### src/rtl/nn_parameters.sv
`default_nettype none
// ============================================================================
//  Module   : nn_parameters (package)
//  Purpose  : Shared sizing constants for the feature loader and dense layer 1,
//             plus the loader's state encoding.
//  Revision : 1.0  initial release
// ============================================================================
package nn_parameters;

  localparam int IN_SIZE_1            = 26;  // dense layer 1 input count
  localparam int DATA_WIDTH_0         = 8;   // layer input element width
  localparam int FEATURE_SAMPLE_WIDTH = 16;  // front-end sample width
  localparam int FEATURE_SHIFT        = 4;   // sample -> element scaling
  localparam int LAYER1_HOLD_CYCLES   = 30;  // layer accumulation window

  typedef enum logic [1:0] {
    FILL = 2'd0,
    WAIT = 2'd1,
    SWAP = 2'd2
  } loader_state_t;

endpackage
`default_nettype wire

### src/rtl/feature_quantizer.sv
`default_nettype none
// ============================================================================
//  Module   : feature_quantizer
//  Purpose  : Combinational scale / round / saturate of one signed sample
//             down to a signed layer element.
//  Ports    : sample (in, SAMPLE_WIDTH signed), q (out, DATA_WIDTH signed)
//  Config   : FEATURE_ROUND_EN defined   -> round half up before the shift
//             FEATURE_ROUND_EN undefined -> truncating arithmetic shift
//  Revision : 1.0  initial release
// ============================================================================
module feature_quantizer #(
  parameter int SAMPLE_WIDTH = 16,
  parameter int DATA_WIDTH   = 8,
  parameter int SHIFT        = 4
) (
  input  logic signed [SAMPLE_WIDTH-1:0] sample,
  output logic signed [DATA_WIDTH-1:0]   q
);

  // One extra bit so the rounding add can never wrap.
  localparam int EXT_W = SAMPLE_WIDTH + 1;
  localparam int RSH   = (SHIFT > 0) ? SHIFT - 1 : 0;

`ifdef FEATURE_ROUND_EN
  localparam logic signed [EXT_W-1:0] ROUND = (SHIFT > 0) ? (EXT_W'(1) << RSH) : '0;
`else
  localparam logic signed [EXT_W-1:0] ROUND = '0;
`endif

  localparam logic signed [EXT_W-1:0] MAXV = (EXT_W'(1) << (DATA_WIDTH - 1)) - EXT_W'(1);
  localparam logic signed [EXT_W-1:0] MINV = ~MAXV;

  logic signed [EXT_W-1:0] sum;
  logic signed [EXT_W-1:0] shifted;

  assign sum     = {sample[SAMPLE_WIDTH-1], sample} + ROUND;
  assign shifted = sum >>> SHIFT;

  always_comb begin
    if (shifted > MAXV)      q = MAXV[DATA_WIDTH-1:0];
    else if (shifted < MINV) q = MINV[DATA_WIDTH-1:0];
    else                     q = shifted[DATA_WIDTH-1:0];
  end

endmodule
`default_nettype wire

### src/rtl/feature_vector_loader.sv
`default_nettype none
// ============================================================================
//  Module   : feature_vector_loader
//  Purpose  : Collects a serial stream of quantized feature samples into a
//             fill buffer and swaps complete frames into a stable parallel
//             vector for dense_layer_1, pulsing layer_start (the layer reset)
//             on each swap. Filling overlaps the hold window of the previous
//             frame (double buffering).
//  Ports    : clk, rst          clock, synchronous active-high reset
//             s_valid/s_ready   sample handshake; s_data sample, s_last frame end
//             vector_out        IN_SIZE x DATA_WIDTH_0 element vector (elem 0 = LSBs)
//             layer_start       1-cycle pulse, same cycle vector_out updates
//             layer_done        1-cycle pulse HOLD_CYCLES after layer_start
//             frame_err         1-cycle pulse after an early or missing s_last
//  Config   : FEATURE_ROUND_EN selects rounding in feature_quantizer
//  Revision : 1.0  initial release
// ============================================================================
module feature_vector_loader
  import nn_parameters::*;
#(
  parameter int IN_SIZE      = IN_SIZE_1,
  parameter int DATA_WIDTH_0 = nn_parameters::DATA_WIDTH_0,
  parameter int SAMPLE_WIDTH = FEATURE_SAMPLE_WIDTH,
  parameter int SHIFT        = FEATURE_SHIFT,
  parameter int HOLD_CYCLES  = LAYER1_HOLD_CYCLES
) (
  input  logic                                  clk,
  input  logic                                  rst,
  input  logic                                  s_valid,
  output logic                                  s_ready,
  input  logic signed [SAMPLE_WIDTH-1:0]        s_data,
  input  logic                                  s_last,
  output logic [IN_SIZE-1:0][DATA_WIDTH_0-1:0]  vector_out,
  output logic                                  layer_start,
  output logic                                  layer_done,
  output logic                                  frame_err
);

  localparam int IDX_W  = $clog2(IN_SIZE + 1);
  localparam int HOLD_W = $clog2(HOLD_CYCLES + 2);

  loader_state_t                       state;
  logic [IDX_W-1:0]                    idx;
  logic [HOLD_W-1:0]                   hold;
  logic [IN_SIZE-1:0][DATA_WIDTH_0-1:0] fill;
  logic [IN_SIZE-1:0][DATA_WIDTH_0-1:0] fill_next;
  logic [DATA_WIDTH_0-1:0]             q;
  logic                                xfer;
  logic                                at_end;
  logic                                complete;

  feature_quantizer #(
    .SAMPLE_WIDTH (SAMPLE_WIDTH),
    .DATA_WIDTH   (DATA_WIDTH_0),
    .SHIFT        (SHIFT)
  ) u_quant (
    .sample (s_data),
    .q      (q)
  );

  assign s_ready  = (state == FILL) && !rst;
  assign xfer     = s_valid && s_ready;
  assign at_end   = (idx == IDX_W'(IN_SIZE - 1));
  assign complete = xfer && (at_end || s_last);

  // Buffer contents after accepting the current sample: older slots kept,
  // current slot written, later slots zeroed (covers early s_last). This is
  // also what a same-cycle swap loads, so the final sample needs no extra cycle.
  always_comb begin
    fill_next = '0;
    for (int j = 0; j < IN_SIZE; j++) begin
      if (IDX_W'(j) < idx)       fill_next[j] = fill[j];
      else if (IDX_W'(j) == idx) fill_next[j] = q;
    end
  end

  // The SWAP state is the cycle in which the swapped vector and layer_start
  // are presented; the swap itself is registered on the edge entering it.
  always_ff @(posedge clk) begin
    if (rst) begin
      state       <= FILL;
      idx         <= '0;
      hold        <= '0;
      fill        <= '0;
      vector_out  <= '0;
      layer_start <= 1'b0;
      layer_done  <= 1'b0;
      frame_err   <= 1'b0;
    end else begin
      layer_start <= 1'b0;
      frame_err   <= 1'b0;
      layer_done  <= (hold == HOLD_W'(1));
      if (hold != '0) hold <= hold - 1'b1;

      case (state)
        FILL: begin
          if (xfer) begin
            fill      <= fill_next;
            // s_last disagreeing with the slot position is either early or missing.
            frame_err <= at_end ^ s_last;
            if (complete) begin
              idx <= '0;
              if (hold == '0) begin
                vector_out  <= fill_next;
                layer_start <= 1'b1;
                hold        <= HOLD_W'(HOLD_CYCLES);
                state       <= SWAP;
              end else begin
                state <= WAIT;
              end
            end else begin
              idx <= idx + 1'b1;
            end
          end
        end
        WAIT: begin
          if (hold == '0) begin
            vector_out  <= fill;
            layer_start <= 1'b1;
            hold        <= HOLD_W'(HOLD_CYCLES);
            state       <= SWAP;
          end
        end
        SWAP:    state <= FILL;
        default: state <= FILL;
      endcase
    end
  end

endmodule
`default_nettype wire
### config.mk
export PLATFORM = sky130hd
export DESIGN_NAME = feature_vector_loader
export DESIGN_NICKNAME = d
export VERILOG_FILES = /design/src/rtl/nn_parameters.sv /design/src/rtl/feature_quantizer.sv /design/src/rtl/feature_vector_loader.sv
export SDC_FILE = /design/constraint.sdc
export NUM_CORES = 1
export LEC_CHECK = 0
export ABC_AREA = 1
export BUFFER_PORTS_ARGS = -buffer_cell sky130_fd_sc_hd__clkbuf_2
export CAP_MARGIN = 20
export CORE_UTILIZATION = 63
export DETAILED_ROUTE_END_ITERATION = 8
export PLACE_DENSITY_LB_ADDON = 0.3
export SYNTH_ARGS = -nofsm -noshare
export SYNTH_HDL_FRONTEND = slang
export SYNTH_SLANG_ARGS = --single-unit
### constraint.sdc
create_clock -name clk -period 4.2 [get_ports clk]
set_input_delay 0.84 -clock clk [delete_from_list [all_inputs] [get_ports clk]]
set_output_delay 0.84 -clock clk [all_outputs]
set_load 0.03 [all_outputs]
* Word-level counts from Yosys, hierarchy flattened
Cells that the tools add are included.
Storage, ports and cells: bits in read-only memories 0, RAM bits 0, bits of input ports 20, memories kept 0, flip-flop bits (word level) 431, latch bits 0, output and inout bits 212
Operators by class: bitwise gates (word level) 3, divide/modulo/power cells 0, magnitude comparators 28, muxes and demuxes 74, eq/ne operators 32, multipliers 0, add/subtract/negate cells 2, reductions and logical operators 14, shift-type cells 0
Operators with widths (count):
- two-way mux 208 bit | 4
- two-way mux 8 bit | 54
- one-hot mux 208 bit (2 select lines) | 1
- equality test 5 bit, first input constant | 10
- < comparator 5 bit, first input constant | 10
- equality test 4 x 5 -> 1 bit, first input constant | 8
- < comparator 4 x 5 -> 1 bit, first input constant | 8
- two-way mux 5 bit | 5
- equality test 3 x 5 -> 1 bit, first input constant | 4
- < comparator 3 x 5 -> 1 bit, first input constant | 4
- > comparator 12 x 8 -> 1 bit, second input constant | 1
- < comparator 12 x 8 -> 1 bit, second input constant | 1
- equality test 2 x 5 -> 1 bit, first input constant | 2
- zero test 5 bit | 2
- < comparator 1 x 5 -> 1 bit, first input constant | 2
- < comparator 2 x 5 -> 1 bit, first input constant | 2
- one-hot mux 5 bit (2 select lines) | 1
- two-way mux 2 bit | 4
- != test 2 bit, second input constant | 3
- adder 5 x 1 -> 5 bit, second input constant | 1
- equality test 1 x 5 -> 1 bit, first input constant | 1
- equality test 5 x 1 -> 1 bit, second input constant | 1
- equality test 5 bit, second input constant | 1
- AND reduction 5 bit | 1
- 17 further kinds | 22

* Logic depth before layout (Yosys ltp)
depth after elaboration 9, mapped depth 15, gate-level depth less buffers 12

* Modules after synthesis
Synthesis repeated with hierarchy kept, for this count alone.
Unflattened totals: cell total of the unflattened synthesis 3589, area total of the unflattened synthesis 22549.1 um^2
Modules (own cells, without submodules):
- feature_vector_loader | seq. area each 8628.3 um^2, area each 22451.5 um^2, times used 1, cells an instance 3568
- feature_quantizer | seq. area each 0.0 um^2, area each 97.6 um^2, times used 1, cells an instance 21

* Least setup slack after synthesis
No wires, ideal clock.
path type reg2reg, start register idx[1], end register vector_out[84] (netlist bit), arrival time 2.243 ns, path buffers 3, required time 4.080 ns, library setup time 0.120 ns, path slack 1.838 ns, stages on the path, launching flop included 15, cell sequence dfxtp_1 -> nor2_2 -> inv_1 -> nor3_2 -> inv_1 -> ha_1 -> inv_1 -> nand2_2 -> nand2_1 -> nand2_1 -> buf_4 -> buf_2 -> buf_2 -> a21oi_1 -> a21oi_1
On the way: word-level cells in the longest chain between the ends 7, elaborated cells on any way between the ends 13, classes of those cells 1 x order compare; 3 x eq/ne; 6 x mux; 3 x reduce/logical
RTL lines:
- from (decl) | RTL line feature_vector_loader.sv:43 | logic [IDX_W-1:0] idx;
- from (signal assigned) | RTL line feature_vector_loader.sv:112 | idx <= idx + 1'b1;
- branches (longest 7 deep; another with < comparator 4 x 5 -> 1 bit)
- to (signal assigned) | RTL line feature_vector_loader.sv:104 | vector_out <= fill_next;
- to (signal assigned) | RTL line feature_vector_loader.sv:118 | vector_out <= fill;
- to (decl) | RTL line feature_vector_loader.sv:33 | output logic [IN_SIZE-1:0][DATA_WIDTH_0-1:0] vector_out,
Parallel ways; which one is timed is not known. The select of a mux whose other input is x is not followed. A chain may end at the register's enable or synchronous reset.

* Final worst setup path
start register idx[1], end register vector_out[26] (netlist bit)
On the way: word-level cells in the longest chain between the ends 7, elaborated cells on any way between the ends 13, classes of those cells 1 x order compare; 3 x eq/ne; 6 x mux; 3 x reduce/logical
RTL lines:
- branches (longest 7 deep; another with < comparator 2 x 5 -> 1 bit)
Parallel ways; which one is timed is not known. The select of a mux whose other input is x is not followed.

==> impl_metrics.json <==
{
  "yosysSeqAreaShare_pct": 44.2,
  "worstSetupPathType": "reg -> reg",
  "hold_path_class": "reg -> reg",
  "synth_edf_count": 0,
  "synthCells": 2732,
  "cpMaxStageDelayCell": "dfxtp_1",
  "postRouteAntennaNets": 0,
  "wire_per_inst_um": 18.3,
  "grt_pass1_wl_um": 91900,
  "die_w_um": 178,
  "rsz0062_at_grt": "no",
  "final_area_sq_um": 22000,
  "clock_sinks": 431,
  "max-slew-margin-rel_pct": 9.42,
  "synth_area_sq_um": 19500,
  "crit_required_ps": 4620,
  "timing.final.crit_period_ps": 3300,
  "cts_setup_buffers": 0,
  "ys_types": 38,
  "numPortBuffers": 227,
  "crit_chain": "nor2_2 > inv_1 > nor3_2 > buf_4 > inv_1 > ha_1 > inv_1 > nand2_2 > nand2_1 > nand2_4 > buf_12 > a21oi_1 > a21oi_1",
  "ios": 232,
  "cts_tree": "yes",
  "drt_iter0_drc": 2641,
  "place_area_sq_um": 20500,
  "grt_use_total_pct": 36.0,
  "whs_ps": 486,
  "skew_ps": 13.8,
  "maxCapViolCount": 0,
  "leakagePower_nw": 8.63,
  "max_stage_delay_ps": 450,
  "ys.warnings.count": 0,
  "via_per_inst": 6.19,
  "worst_pin_slew_ps": 1360,
  "gp_congestion": 0.893,
  "syn_nets": 2760,
  "diodes": 0,
  "nNetsFinal": 2851,
  "synth_top_cell_by_area": "dfxtp_1",
  "design.core.area_sq_um": 30500,
  "wirelength_um": 59500,
  "cts-buffers-inserted": 43,
  "grt_max_degree": 269,
  "period_share_pct": 78.5,
  "setup_viol": 0,
  "cts-resized-gates": 0,
  "ctsLongestPathBuffers": 3,
  "clockRootBuffer": "clkbuf_16",
  "routed-via-count": 20100,
  "drive_above_1_share_pct": 13.0,
  "power.density_nw_per_um2": 508,
  "cp.arrival_ps": 3720,
  "clk_pin_slew_ps": 60,
  "rows": 64,
  "ys_ff_latch": 431,
  "fin_ws_ps": 903,
  "critPathMaxFanout": 209,
  "ys.flop_type": "dfxtp_1",
  "die_area_sq_um": 31700,
  "ctsHoldBuffers": 0,
  "p_total_mw": 11.2,
  "end_kind": "flop",
  "dr.pass1.iters": 6,
  "clock_latency_ps": 540,
  "fmax_mhz": 303,
  "grt_antenna_before_repair": 0,
  "finalSetupTns_ps": 0,
  "status": "completed",
  "cts_max_level": 2,
  "start_util_pct": 64.0,
  "hpwl_um": 33100,
  "fp.dieH_um": 178,
  "multi_input_area_sq_um": 9230,
  "synth_top_cell_area_share_pct": 44.2,
  "grt_pass1_vias": 18100,
  "synth_area_per_cell_sq_um": 7.15,
  "seq_area_sq_um": 8630,
  "cpMostUsedCell": "inv_1",
  "grt_overflow": 0,
  "synthArstFlopShare_pct": 0,
  "hold_violations": 0,
  "yosys-top-cells-area": "dfxtp_1 (44%), nand2_1 (14%), a21oi_1 (11%)",
  "syn_to_final_growth_pct": 12.8,
  "nFillCells": 2361,
  "slew_viol_final": 0,
  "vdd_drop_max_mv": 0.331,
  "drc": 0,
  "start_kind": "flop",
  "pre_cts_ws_ps": 1050
}
[Yosys cell counts (4+ instances only)]
master,instances
nand2_1,726
dfxtp_1,431
a21oi_1,423
o21ai_0,297
inv_1,189
o31ai_1,153
o21ai_1,124
clkbuf_1,123
a31oi_1,57
buf_2,42
nand3_1,30
nor2_1,28
buf_1,27
nor2_2,12
buf_6,10
ha_1,8
inv_2,7
nor3_2,7
nand2_2,5
nor2_4,4
[layout make-up]
class	count	area share, %
inverters	197	3.43
well taps	396	2.25
repair buffers	254	6.51
clock buffers	56	5.58
multi-input cells	1896	41.9
clock inverters	17	1.12
flip-flops and latches	431	39.2
[registers in the layout, summed over array words and instances (netlist names)]
register	flops
fill	208
state	2
vector_out	208
layer_start	1
layer_done	1
frame_err	1
hold	5
idx	5
[per-layer routing]
layer / part of all wire, % / track usage, %
met1: 40 / 47.7
met2: 45 / 55.8
met3: 10 / 7.37
met4: 4.3 / 17.4
met5: 0 / 0
[power by group]
group | total [mW] | switching (mW) | internal, mW
combinational | 2.41 | 1.81 | 0.596
sequential | 4.72 | 0.262 | 4.46
clock | 4.04 | 1.62 | 2.42
[worst max-delay path, delay by kind of cell (launching register included)]
family                     cells  cell delay (ps)
adders and majority gates      1              180
buffers and inverters          5              750
AOI/OAI and AO/OA              2              540
and+or+nand+nor                5              860
DFF                            1              450
[worst paths after layout]
path | from | to | slack [ps] | cells after the start
hold / removal | fill[155]$_SDFFE_PP0P_ | fill[155]$_SDFFE_PP0P_ | 490 | 2
hold reg to reg | fill[155]$_SDFFE_PP0P_ | fill[155]$_SDFFE_PP0P_ | 490 | 2
setup / recovery | idx[1]$_SDFFE_PP0P_ | vector_out[26]$_SDFFE_PP0P_ | 900 | 13
setup reg to reg | idx[1]$_SDFFE_PP0P_ | vector_out[26]$_SDFFE_PP0P_ | 900 | 13
[cell usage in the layout (no fill, tap or decap), drive strengths merged, types with 31 or more instances in the layout]
cell / synthesis / layout
nand3: 31 / 31
o21ai: 422 / 422
clkbuf: 125 / 282
nand2: 731 / 731
a21oi: 426 / 426
a31oi: 58 / 58
nor2: 44 / 44
dfxtp: 431 / 431
inv: 197 / 197
o31ai: 153 / 153
[per-stage QoR]
step	instances	utilization, %
floorplan	2732	-
global placement	3174	67.3
detailed placement	3174	67.3
CTS	3247	72.2
global route	3247	72.2
finish	3247	72.2
[cell families after synthesis]
group                    synth area share, %
AO/OA/AOI/OAI                           29.8
XOR/XNOR                              0.0897
adder cells (fa/ha/maj)                0.513
buffers and inverters                   8.61
flip-flops                              44.2
AND/OR/NAND/NOR                         16.8
Note: power is estimated with default switching activity, not from simulation.
